--- src/rtl/fetch_pc_btb.sv ---
// Fetch PC register with a direct-mapped branch target buffer.
// Each entry holds valid, tag, target and a 2-bit saturating counter.
// The prediction is looked up combinationally from the registered pc.
// Optional feature macro: BTB_STATS_EN adds wrapping hit and redirect counters.
// Without the macro both stat ports read constant 0.
module fetch_pc_btb #(
    parameter int unsigned BTB_ENTRIES = 16,
    parameter logic [31:0] RESET_PC    = 32'h0000_0000
) (
    input  logic        clk,
    input  logic        rst,
    input  logic        stall,
    input  logic        redirect_valid,
    input  logic [31:0] redirect_pc,
    input  logic        upd_valid,
    input  logic [31:0] upd_pc,
    input  logic        upd_taken,
    input  logic [31:0] upd_target,
    output logic [31:0] pc,
    output logic        pred_taken,
    output logic [31:0] pred_target,
    output logic [31:0] stat_hits,
    output logic [31:0] stat_redirects
);

    localparam int unsigned IdxW = $clog2(BTB_ENTRIES);
    localparam int unsigned TagW = 30 - IdxW;

    logic [31:0]            pc_q, pc_d;
    logic [BTB_ENTRIES-1:0] valid_q, valid_d;
    logic [TagW-1:0]        tag_q    [BTB_ENTRIES];
    logic [TagW-1:0]        tag_d    [BTB_ENTRIES];
    logic [31:0]            target_q [BTB_ENTRIES];
    logic [31:0]            target_d [BTB_ENTRIES];
    logic [1:0]             ctr_q    [BTB_ENTRIES];
    logic [1:0]             ctr_d    [BTB_ENTRIES];

    logic [IdxW-1:0] rd_idx;
    logic [TagW-1:0] rd_tag;
    logic            rd_hit;
    logic [IdxW-1:0] wr_idx;
    logic [TagW-1:0] wr_tag;
    logic            wr_hit;

    assign rd_idx = pc_q[IdxW+1:2];
    assign rd_tag = pc_q[31:IdxW+2];
    assign wr_idx = upd_pc[IdxW+1:2];
    assign wr_tag = upd_pc[31:IdxW+2];

    // Lookup on the registered pc; sees pre-update contents.
    always_comb begin
        rd_hit      = valid_q[rd_idx] && (tag_q[rd_idx] == rd_tag);
        wr_hit      = valid_q[wr_idx] && (tag_q[wr_idx] == wr_tag);
        pred_taken  = rd_hit && ctr_q[rd_idx][1];
        pred_target = rd_hit ? target_q[rd_idx] : 32'h0;
    end

    // Next fetch address: redirect beats stall, stall beats prediction.
    always_comb begin
        pc_d = pc_q + 32'd4;
        if (redirect_valid) begin
            pc_d = redirect_pc;
        end else if (stall) begin
            pc_d = pc_q;
        end else if (pred_taken) begin
            pc_d = pred_target;
        end
    end

    // BTB training: counter update on hit, allocation only on a taken miss.
    always_comb begin
        valid_d  = valid_q;
        tag_d    = tag_q;
        target_d = target_q;
        ctr_d    = ctr_q;
        if (upd_valid) begin
            if (wr_hit) begin
                if (upd_taken) begin
                    if (ctr_q[wr_idx] != 2'd3) begin
                        ctr_d[wr_idx] = ctr_q[wr_idx] + 2'd1;
                    end
                    target_d[wr_idx] = upd_target;
                end else if (ctr_q[wr_idx] != 2'd0) begin
                    ctr_d[wr_idx] = ctr_q[wr_idx] - 2'd1;
                end
            end else if (upd_taken) begin
                valid_d[wr_idx]  = 1'b1;
                tag_d[wr_idx]    = wr_tag;
                target_d[wr_idx] = upd_target;
                ctr_d[wr_idx]    = 2'd2;
            end
        end
    end

    // PC and valid bits are reset; a reset cycle discards any update.
    always_ff @(posedge clk) begin
        if (rst) begin
            pc_q    <= RESET_PC;
            valid_q <= '0;
        end else begin
            pc_q    <= pc_d;
            valid_q <= valid_d;
        end
    end

    // Entry payload needs no reset since valid gates every use of it.
    always_ff @(posedge clk) begin
        if (!rst) begin
            tag_q    <= tag_d;
            target_q <= target_d;
            ctr_q    <= ctr_d;
        end
    end

    assign pc = pc_q;

`ifdef BTB_STATS_EN
    logic [31:0] stat_hits_q, stat_hits_d;
    logic [31:0] stat_redirects_q, stat_redirects_d;

    // Hits count only on cycles where fetch advances; both counters wrap.
    always_comb begin
        stat_hits_d      = stat_hits_q;
        stat_redirects_d = stat_redirects_q;
        if (rd_hit && !stall) begin
            stat_hits_d = stat_hits_q + 32'd1;
        end
        if (redirect_valid) begin
            stat_redirects_d = stat_redirects_q + 32'd1;
        end
    end

    // Statistics registers.
    always_ff @(posedge clk) begin
        if (rst) begin
            stat_hits_q      <= 32'h0;
            stat_redirects_q <= 32'h0;
        end else begin
            stat_hits_q      <= stat_hits_d;
            stat_redirects_q <= stat_redirects_d;
        end
    end

    assign stat_hits      = stat_hits_q;
    assign stat_redirects = stat_redirects_q;
`else
    assign stat_hits      = 32'h0;
    assign stat_redirects = 32'h0;
`endif

endmodule

--- config.mk ---
export PLATFORM = sky130hd
export DESIGN_NAME = fetch_pc_btb
export DESIGN_NICKNAME = d
export VERILOG_FILES = /design/src/rtl/fetch_pc_btb.sv
export SDC_FILE = /design/constraint.sdc
export NUM_CORES = 1
export LEC_CHECK = 0
export BUFFER_PORTS_ARGS = -buffer_cell sky130_fd_sc_hd__buf_2
export CORE_AREA = 2 2 276 346
export DETAILED_ROUTE_END_ITERATION = 6
export DIE_AREA = 0 0 278 348
export MAX_ROUTING_LAYER = met4
export PLACE_DENSITY = 0.67
export SYNTH_ARGS = -nofsm -noshare
export SYNTH_HDL_FRONTEND = slang
export SYNTH_SLANG_ARGS = --single-unit
--- constraint.sdc ---
create_clock -name clk -period 7.6 [get_ports clk]
set_input_delay 1.9 -clock clk [delete_from_list [all_inputs] [get_ports clk]]
set_output_delay 1.9 -clock clk [all_outputs]
set_load 0.01 [all_outputs]
* After elaboration in Yosys (flattened, before gate mapping)
Cells that the tools add are included.
** Operators by class
- Multiply operators :: 0
- Div/mod/pow operators :: 0
- Add/sub/neg operators :: 3
- Shifts and indexed selects :: 0
- $lt $le $gt $ge :: 6
- Bitwise operators :: 8
- Eq/ne operators :: 5
- Reduce and logical (&&, ||, !) cells :: 12
- Multiplexer cells :: 40
** Operators with widths (number)
- $bwmux 512 :: 1
- $bwmux 416 :: 1
- $mux 32 :: 12
- $bmux 26 s4 :: 2
- $mux 26 :: 5
- $bmux 32 s4 :: 1
- $demux 32 s4 :: 1
- $demux 26 s4 :: 1
- $bwmux 32 :: 2
- $eq 26x26->1 :: 2
- $add 32x3->32 const B :: 1
- $or 16x16->16 :: 2
- $and 16x16->16 :: 1
- $bmux 2 s4 :: 2
- $not 16->16 :: 1
- $ge 5x5->1 const B :: 2
- $lt 4x5->1 const B :: 2
- $mux 2 :: 5
- $not 4->5 :: 2
- $bmux 1 s4 :: 2
- $demux 2 s4 :: 1
- $reduce_and 3->1 :: 2
- $reduce_bool 2->1 :: 3
- $logic_and 1x1->1 :: 5
- other kinds (12) :: 15
** Storage, ports and cells
- Register bits after elaboration :: 1008
- Input port bits :: 102
- Memory bits (writable) :: 0
- Memories :: 0
- ROM bits :: 0
- Latch bits :: 0

* Logic depth before layout (Yosys ltp)
Gate-level depths: netlist of the first run.
- Depth after elaboration :: 10
- Gate-level depth with buffers :: 16

* Worst setup path after synthesis of the first run
OpenSTA, ideal clock, no wires.
- Path kind :: input to register
- Start :: in upd_pc[2]
- End :: reg tag_q[0] in the netlist's numbering (enable)
- Data required time :: 7191 ps
- Data arrival time :: 5555 ps
- Setup time :: 409 ps
- Path slack :: 1636 ps
- Stages :: 14
- Cell sequence :: buf_6 > buf_8 > buf_6 > buf_2 > mux4_2 > mux4_2 > xnor2_1 > nand2_1 > or4b_1 > buf_2 > nand2b_1 > clkbuf_1 > buf_2 > nor2_1
** Between the ends
- Word-level cells in the longest chain between the ends :: 8
- Elaborated cells between the ends (all ways) :: 10
- Those cells by class :: eq/ne (1); mux (5); bitwise (2); reduce/logical (2)
** Ends and longest elaborated chain
- from (decl) :: line 16 : input logic [31:0] upd_pc,
- $not 4->5 (not written as such) :: line 53 : wr_hit = valid_q[wr_idx] && (tag_q[wr_idx] == wr_tag);
- $bmux 26 s4 :: line 53
- $mux 26 (not written as such) (2 in a row) :: line 53
- $eq 26x26->1 :: line 53
- $logic_and 1x1->1 (*) :: line 53
- $not 1->1 (no source line) (*)
- $reduce_and 4->1 (no source line) (*)
- to (signal assigned) :: line 109 : tag_q <= tag_d;
- to (decl) :: line 31 : logic [TagW-1:0] tag_q [BTB_ENTRIES];
Every way passes the cells marked *; elsewhere a longest branch is shown, timed or not. The select of a mux whose other input is x is not followed.
A chain may end at the register's enable or synchronous reset.

* Worst setup path in the final report of the first run
- Start :: reg pc_q[3] (netlist: pc[3])
- End :: out pred_target[17]
** Between the ends
- Word-level cells in the longest chain between the ends :: 7
- Elaborated cells between the ends (all ways) :: 12
- Those cells by class :: eq/ne (1); mux (9); bitwise (1); reduce/logical (1)
** Ends and longest elaborated chain
- from (decl) :: line 29 : logic [31:0] pc_q, pc_d;
- from (signal assigned) :: line 101 : pc_q <= pc_d;
- $not 4->5 (not written as such) :: line 52, 55
- $bmux 26 s4 :: line 52 : rd_hit = valid_q[rd_idx] && (tag_q[rd_idx] == rd_tag);
- $mux 26 (not written as such) (2 in a row) :: line 52
- $eq 26x26->1 :: line 52
- $logic_and 1x1->1 :: line 52
- $mux 32 (*) :: line 55 : pred_target = rd_hit ? target_q[rd_idx] : 32'h0;
- to (decl) :: line 21 : output logic [31:0] pred_target,
Marked as above.

==> results of run 1 <==
-- power by group through the flow --
stage	Combinational (mW)	Sequential (mW)	Clock (mW)
3_3_place_gp	1.17	6.31	0
2_1_floorplan	0.802	6.27	0
3_5_place_dp	1.18	6.32	0
4_1_cts	1.19	6.20	4.89
6_report	1.19	6.20	4.84
5_1_grt	1.25	6.20	5.09
-- worst reg2reg max path, stage by stage (launching register included) --
cell and delay, ns:
dfxtp_4 0.73, buf_4 0.51, clkinv_1 0.27, buf_4 0.26, a2111oi_1 0.49, nor4_1 0.19, a2111oi_2 0.43, a32oi_1 0.30
nor4_4 0.43, and4bb_2 0.99, buf_4 0.35, nor3b_1 0.23, o31ai_1 0.14
-- flip-flops by register name, summed over array words and instances, names as in the netlist --
name      cells
target_q    512
tag_q       416
ctr_q        32
pc           32
valid_q      16
-- stage by stage --
| step | util, % | cell area, sq um | cells | setup slack [ns] |
|---|---|---|---|---|
| detailed placement | 51.8 | 48600 | 3928 | 0.735 |
| CTS | 55.2 | 51800 | 4103 | 0.322 |
| global placement | 51.8 | 48600 | 3928 | 0.802 |
| floorplan | - | 46500 | 2700 | 1.64 |
| global route | 55.2 | 51800 | 4115 | 0.334 |
| finish | 55.2 | 51800 | 4120 | 0.382 |
-- routing by layer --
metal  track usage [%]  up-vias
met4              11.0        0
met2              45.6     1546
met3              5.36      261
met5                 -        -
met1              37.4    14446
li1                  -    11061
-- synth_stat cells (6+ instances only) --
| library cell | count | area share (%) |
|---|---|---|
| edfxtp_1 | 960 | 62 |
| mux4_2 | 386 | 19 |
| nor2_1 | 168 | 1.4 |
| mux2i_1 | 122 | 2.6 |
| nand2_1 | 86 | 0.70 |
| clkbuf_1 | 84 | 0.68 |
| a21oi_1 | 82 | 0.89 |
| buf_4 | 78 | 1.3 |
| o21ai_0 | 52 | 0.56 |
| buf_2 | 50 | 0.54 |
| dfxtp_1 | 48 | 2.1 |
| nand3_1 | 47 | 0.51 |
| and3_1 | 46 | 0.62 |
| inv_1 | 41 | 0.33 |
| xnor2_1 | 33 | 0.63 |
| nor3_1 | 28 | 0.30 |
| a22oi_1 | 24 | 0.39 |
| mux2_2 | 24 | 0.58 |
| buf_1 | 17 | 0.14 |
| buf_6 | 17 | 0.41 |
| nor2b_1 | 17 | 0.23 |
| o22ai_1 | 16 | 0.22 |
| nand2b_1 | 14 | 0.19 |
| nor4_1 | 14 | 0.19 |
| a211oi_1 | 13 | 0.21 |
| o31ai_1 | 12 | 0.19 |
| nand4_1 | 9 | 0.12 |
| and2_1 | 7 | 0.095 |
| o211ai_1 | 7 | 0.11 |
| a221oi_1 | 6 | 0.11 |
| a32o_1 | 6 | 0.13 |
| nor4b_1 | 6 | 0.11 |
| o21bai_1 | 6 | 0.097 |
| o221ai_1 | 6 | 0.11 |
| or2_2 | 6 | 0.081 |
| xor2_1 | 6 | 0.11 |
-- kinds of logic after synthesis --
| kind of cell | after synthesis | synth area share, % |
|---|---|---|
| flops | 1008 | 64.4 |
| mux | 532 | 22.0 |
| compound gates | 292 | 4.24 |
| fa+ha+maj | 3 | 0.0812 |
| simple gates | 469 | 4.96 |
| buf+inv | 293 | 3.53 |
| xor+xnor | 39 | 0.739 |
| other cells | 1 | 0.00811 |
-- cell usage in the layout (no fill, tap or decap), types with 7 or more instances in the layout --
cell       Yosys  final
diode_2        0     17
xnor2_1       33     33
clkbuf_1      84     24
dfxtp_1       48     44
o22ai_1       16     16
buf_4         78     82
and2_1         7      7
mux4_2       386    386
mux2_2        24     24
buf_12         1     19
bufinv_16      0     10
clkinv_2       0     16
clkinv_1       1     16
mux2i_1      122    122
clkbuf_16      0     95
nor2b_1       17     16
buf_2         50    161
nor2_1       168    135
nand3_1       47     47
nor4_1        14     14
o31ai_1       12     12
nand4_1        9      9
inv_1         41     40
o21ai_0       52     52
nand2_1       86     86
a22oi_1       24     24
o211ai_1       7      7
nand2b_1      14     13
conb_1         1     64
nor2_4         0     32
and3_1        46     46
nor3_1        28     28
a21oi_1       82     82
edfxtp_1     960    960
a211oi_1      13     13
-- worst max-delay path by stage --
| stage | to | slack, ns |
|---|---|---|
| after detailed placement | ctr_q[18]$_DFFE_PP_ | 0.73 |
| final | pred_target[17] | 0.38 |
| after floorplan | tag_q[0]$_DFFE_PP_ | 1.64 |
| after global placement | tag_q[347]$_DFFE_PP_ | 0.80 |
| after global routing | pred_target[17] | 0.33 |
| after CTS | pred_target[17] | 0.32 |
-- layout make-up --
| class | count | area (sq um) |
|---|---|---|
| Fill cell | 7209 | 42000 |
| Sequential cell | 1008 | 29800 |
| Multi-Input combinational cell | 1399 | 15300 |
| Clock buffer | 123 | 2520 |
| Timing Repair Buffer | 263 | 1820 |
| Tap cell | 1216 | 1520 |
| Clock inverter | 52 | 649 |
| Inverter | 42 | 160 |
| Antenna cell | 17 | 42.5 |
==> flow_summary.yaml, run 1 <==
timing:
  slew-limit-headroom_pct: 25.4
  slew_violations: 0
  fmax_mhz: 139
  final-hold-violation-count: 0
  post-route-min-period_ns: 7.22
  fin_tns_setup_ns: 0
  tightest_slew_ns: 1.12
  rsz0062_at_grt: "no"
  timing.hold.ws_ns: 0.497
  fin_skew_ns: 0.0590
  period_share_pct: 95.0
  setup_viol: 0
critical_path:
  cp.depth: 10
  ff2ff_setup_slack_ns: 2.13
  crit_path_cell_trace: "mux4_2 > mux2i_1 > xnor2_1 > o221ai_1 > o21ai_0 > or4b_2 > nor2_2 > buf_4 > and3_1 > buf_2"
  worst_path_dominant_cell_family: "simple AND/OR/NAND/NOR gates"
  reg2reg_depth: 12
  critPathCaptureType: "primary output"
  reg2reg_to: "pc[3]$_SDFFE_PP0P_"
  cp.required_ns: 5.70
  crit_path_start: "pc[3]$_SDFFE_PP0P_"
  crit_fanout: 30
  slowest_stage: "dfxtp_4"
  slowest_delay_ns: 0.73
  start_kind: "flip-flop"
  worstReg2RegStart: "pc[3]$_SDFFE_PP0P_"
  worst-path-buf-inv: 2
  arrival_ns: 5.32
  critical_path_class: "reg2out"
power:
  power_frac_clock_pct: 39.6
  power_mw: 12.2
  p_sw_mw: 2.91
  power_density_mw_per_mm2: 236
  peakVddDrop_v: 0.000232
  p_seq_share_pct: 50.7
  pwr-share-comb_pct: 9.8
  swShare_pct: 23.8
  p_int_mw: 9.32
  leakagePower_nw: 16.7
yosys:
  syn-instance-count: 2637
  synth_edf_count: 960
  yosysUniqueCellTypes: 85
  synth_ff_type: "edfxtp_1"
  yosys_warnings: 0
  syn_area_per_cell_sq_um: 17.5
  synth_seq_cells: 1008
  syn-cell-area_sq_mm: 0.0462
  async_reset_ff_share_pct: 0
  yosysSeqAreaShare_pct: 64.4
clock_network:
  cts-resized-gates: 0
  clock_sinks: 1008
  cts_hold_buf: 0
  htree_levels: 3
  post_cts_buffers: 0
  path_clk_slew_ns: 0.06
  numCtsBuffers: 95
  root_buffer: "clkbuf_16"
  worstSkewPairLatency_ns: 0.71
  cts_tree: "yes"
  cts_buffer_depth: 3
routing:
  dr_wl_met3_microns: 12800
  routed.top_layer: "met4"
  drc_errors: 0
  dr.pass1.iters: 5
  wl_met2_microns: 66100
  wl_per_cell_microns: 32.9
  wirelength_microns: 135000
  drtIter0Drc: 3508
  via_per_inst: 6.63
  antenna_left: 0
  vias: 27314
  m1WireLength_microns: 51000
run:
  max-cap-violations: 0
worst_hold_path:
  min_from: "valid_q[6]$_SDFFE_PP0P_"
  min-delay-path-class: "reg2reg"
  min_path_cells: 2
  holdPathEnd: "valid_q[6]$_SDFFE_PP0P_"
floorplanning:
  die_y_microns: 348
  placementRows: 126
  die_x_microns: 278
  initial_core_util_pct: 49.3
  coreArea_sq_mm: 0.0938
  dieArea_sq_mm: 0.0967
  boundaryPins: 231
global_route:
  antenna_found_initial: 16
  grt_pass1_vias: 27494
  grt_pass1_wl_microns: 195000
  track_usage_pct: 28.8
  grt_overflow: 0
  grt_max_degree: 80
placement:
  dpl.hpwl_microns: 87400
  io_buffers: 164
  place_congestion: 0.941
cells_and_area:
  drive_above_1_share_pct: 30.2
  layout.nets: 2914
  area_growth_pct: 12.1
status:
  status: "complete, no violations"
No activity file was read; power rests on OpenSTA's default activity.
==> run 2: changes to the inputs <==
--- a/config.mk
+++ b/config.mk
@@ -6,11 +6,14 @@
 export NUM_CORES = 1
 export LEC_CHECK = 0
 export BUFFER_PORTS_ARGS = -buffer_cell sky130_fd_sc_hd__buf_2
-export CORE_AREA = 2 2 276 346
+export CELL_PAD_IN_SITES_DETAIL_PLACEMENT = 1
+export CELL_PAD_IN_SITES_GLOBAL_PLACEMENT = 2
+export CORE_AREA = 2 2 284 356
 export DETAILED_ROUTE_END_ITERATION = 6
-export DIE_AREA = 0 0 278 348
+export DIE_AREA = 0 0 286 358
 export MAX_ROUTING_LAYER = met4
-export PLACE_DENSITY = 0.67
+export PLACE_DENSITY_LB_ADDON = 0.1
+export RECOVER_POWER = 50
 export SYNTH_ARGS = -nofsm -noshare
 export SYNTH_HDL_FRONTEND = slang
 export SYNTH_SLANG_ARGS = --single-unit
==> flow_summary.yaml, run 2 (synthesis gave the netlist of run 1 again) <==
status:
  status: "finished, violations left"
  violations: "capacitance limit, slew limit"
clock_network:
  root_buffer: "clkbuf_16"
  numCtsBuffers: 103
  clock_sinks: 1008
  cts_buffer_depth: 3
  htree_levels: 3
  path_clk_slew_ns: 0.06
  cts_tree: "yes"
  cts-resized-gates: 0
  worstSkewPairLatency_ns: 0.71
  post_cts_buffers: 0
  cts_hold_buf: 0
global_route:
  grt_max_degree: 88
  use_met3_pct: 5.06
  grt_pass1_wl_microns: 209000
  grt_busiest_layer: "met2"
  gr-usage-met1_pct: 38.0
  grt_pass1_vias: 28360
  antenna_found_initial: 10
  grt_overflow: 0
  gr-usage-met2_pct: 48.8
  track_usage_pct: 29.6
run:
  max-cap-violations: 3
floorplanning:
  die_y_microns: 358
  coreArea_sq_mm: 0.0988
  placementRows: 129
  boundaryPins: 231
  die_x_microns: 286
  dieArea_sq_mm: 0.102
  initial_core_util_pct: 46.8
routing:
  vias: 26860
  drtIter0Drc: 2300
  wirelength_microns: 146000
  via_per_inst: 6.36
  antenna_left: 0
  drc_errors: 0
  dr.pass1.iters: 5
  wl_per_cell_microns: 34.5
timing:
  period_share_pct: 95.6
  post-route-min-period_ns: 7.26
  fin_tns_setup_ns: 0
  slew_violations: 114
  rsz0062_at_grt: "no"
  final-hold-violation-count: 0
  fin_skew_ns: 0.0595
  setup_viol: 0
  timing.hold.ws_ns: 0.498
  slew-limit-headroom_pct: -106
  tightest_slew_ns: 3.09
  fmax_mhz: 138
cells_and_area:
  fin_area_sq_mm: 0.0520
  top_register: "target_q"
  area_growth_pct: 12.5
  drive_above_1_share_pct: 27.3
  largest_register_ff_count: 512
  largestRegisters: "target_q: 512 flops, tag_q: 416 flops"
  final_cell_mix: "edfxtp_1 (960), mux4_2 (386), nor2_1 (136)"
  final_common_cell: "edfxtp_1"
  final_cell_count_no_fill: 4223
  layout.nets: 2921
placement:
  dp_cells: 4021
  dpl.hpwl_microns: 94600
  place_congestion: 0.901
  postPlaceCellArea_sq_mm: 0.0488
  io_buffers: 164
power:
  power_mw: 12.5
  leakagePower_nw: 16.6
  power_density_mw_per_mm2: 240
  peakVddDrop_v: 0.000214
critical_path:
  critPathMostFrequentCell: "mux2i_1"
  slowest_delay_ns: 1.26
  crit_fanout: 32
  arrival_ns: 5.36
  worst_path_dominant_cell_family: "flip-flops"
  slowest_stage: "dfxtp_1"
  worst-path-buf-inv: 3
  cp.required_ns: 5.70
  start_kind: "flip-flop"
  reg2reg_to: "pc[3]$_SDFFE_PP0P_"
  critical_path_class: "reg2out"
  crit_path_cell_trace: "inv_4 > mux2i_1 > mux2i_1 > xnor2_1 > nand2_1 > or4b_2 > nor2_4 > buf_4 > and3_1 > buf_2"
  critPathCaptureType: "primary output"
  worstReg2RegStart: "pc[3]$_SDFFE_PP0P_"
  ff2ff_setup_slack_ns: 1.89
  reg2reg_depth: 12
worst_hold_path:
  min_path_cells: 2
  min_from: "valid_q[1]$_SDFFE_PP0P_"
  holdPathEnd: "valid_q[1]$_SDFFE_PP0P_"
  min-delay-path-class: "reg2reg"
-- run 2: where the power goes --
part           internal, mW  leakage, nW  total [mW]  switching [mW]
Combinational         0.480         5.91        1.20           0.724
Sequential             6.13         9.04        6.21          0.0766
Clock                  2.83         1.62        5.06            2.22
Total                  9.45         16.6        12.5            3.02
-- run 2: routing by layer --
metal  vias to the layer above  wire length (microns)
met1                     14551                  58600
met4                         0                   4530
met5                         -                      0
li1                      11067                      -
met2                      1011                  73400
met3                       231                   8940
-- run 2: how the worst max path moves through the flow --
| stage | start | end | cells after the start |
|---|---|---|---|
| after detailed placement | upd_pc[2] | ctr_q[5]$_DFFE_PP_ | 12 |
| after global placement | upd_pc[2] | ctr_q[5]$_DFFE_PP_ | 12 |
| after CTS | pc[3]$_SDFFE_PP0P_ | pred_target[17] | 10 |
| after floorplan | upd_pc[2] | tag_q[0]$_DFFE_PP_ | 14 |
| after global routing | pc[3]$_SDFFE_PP0P_ | pred_target[13] | 11 |
| final | pc[5]$_SDFFE_PP0P_ | pred_target[13] | 10 |
-- run 2: worst reg2reg max path, cell delays in order, from the launching register on --
cell and delay (ns):
dfxtp_4 0.73, buf_12 0.38, buf_4 0.83, nand2_1 0.27, a211oi_1 0.36, nor4_1 0.16, a2111oi_2 0.39, a32oi_1 0.31
nor4_4 0.49, and4bb_2 0.66, buf_4 0.35, nor3b_1 0.44, o31ai_1 0.20
-- run 2: stage by stage --
stage / util [%] / setup WS (ns)
6_report: 52.7 / 0.337
3_5_place_dp: 49.4 / 0.665
3_3_place_gp: 49.4 / 0.725
2_1_floorplan: - / 1.64
5_1_grt: 52.7 / 0.132
4_1_cts: 52.8 / 0.318
-- run 2: cell type report --
| class | instances | area (sq um) |
|---|---|---|
| well taps | 1310 | 1640 |
| repair buffers | 262 | 1740 |
| fillers | 9118 | 46700 |
| diodes | 11 | 27.5 |
| multi-input cells | 1399 | 15300 |
| clock inverters | 61 | 664 |
| flip-flops and latches | 1008 | 29800 |
| inverters | 42 | 160 |
| clock buffers | 130 | 2690 |
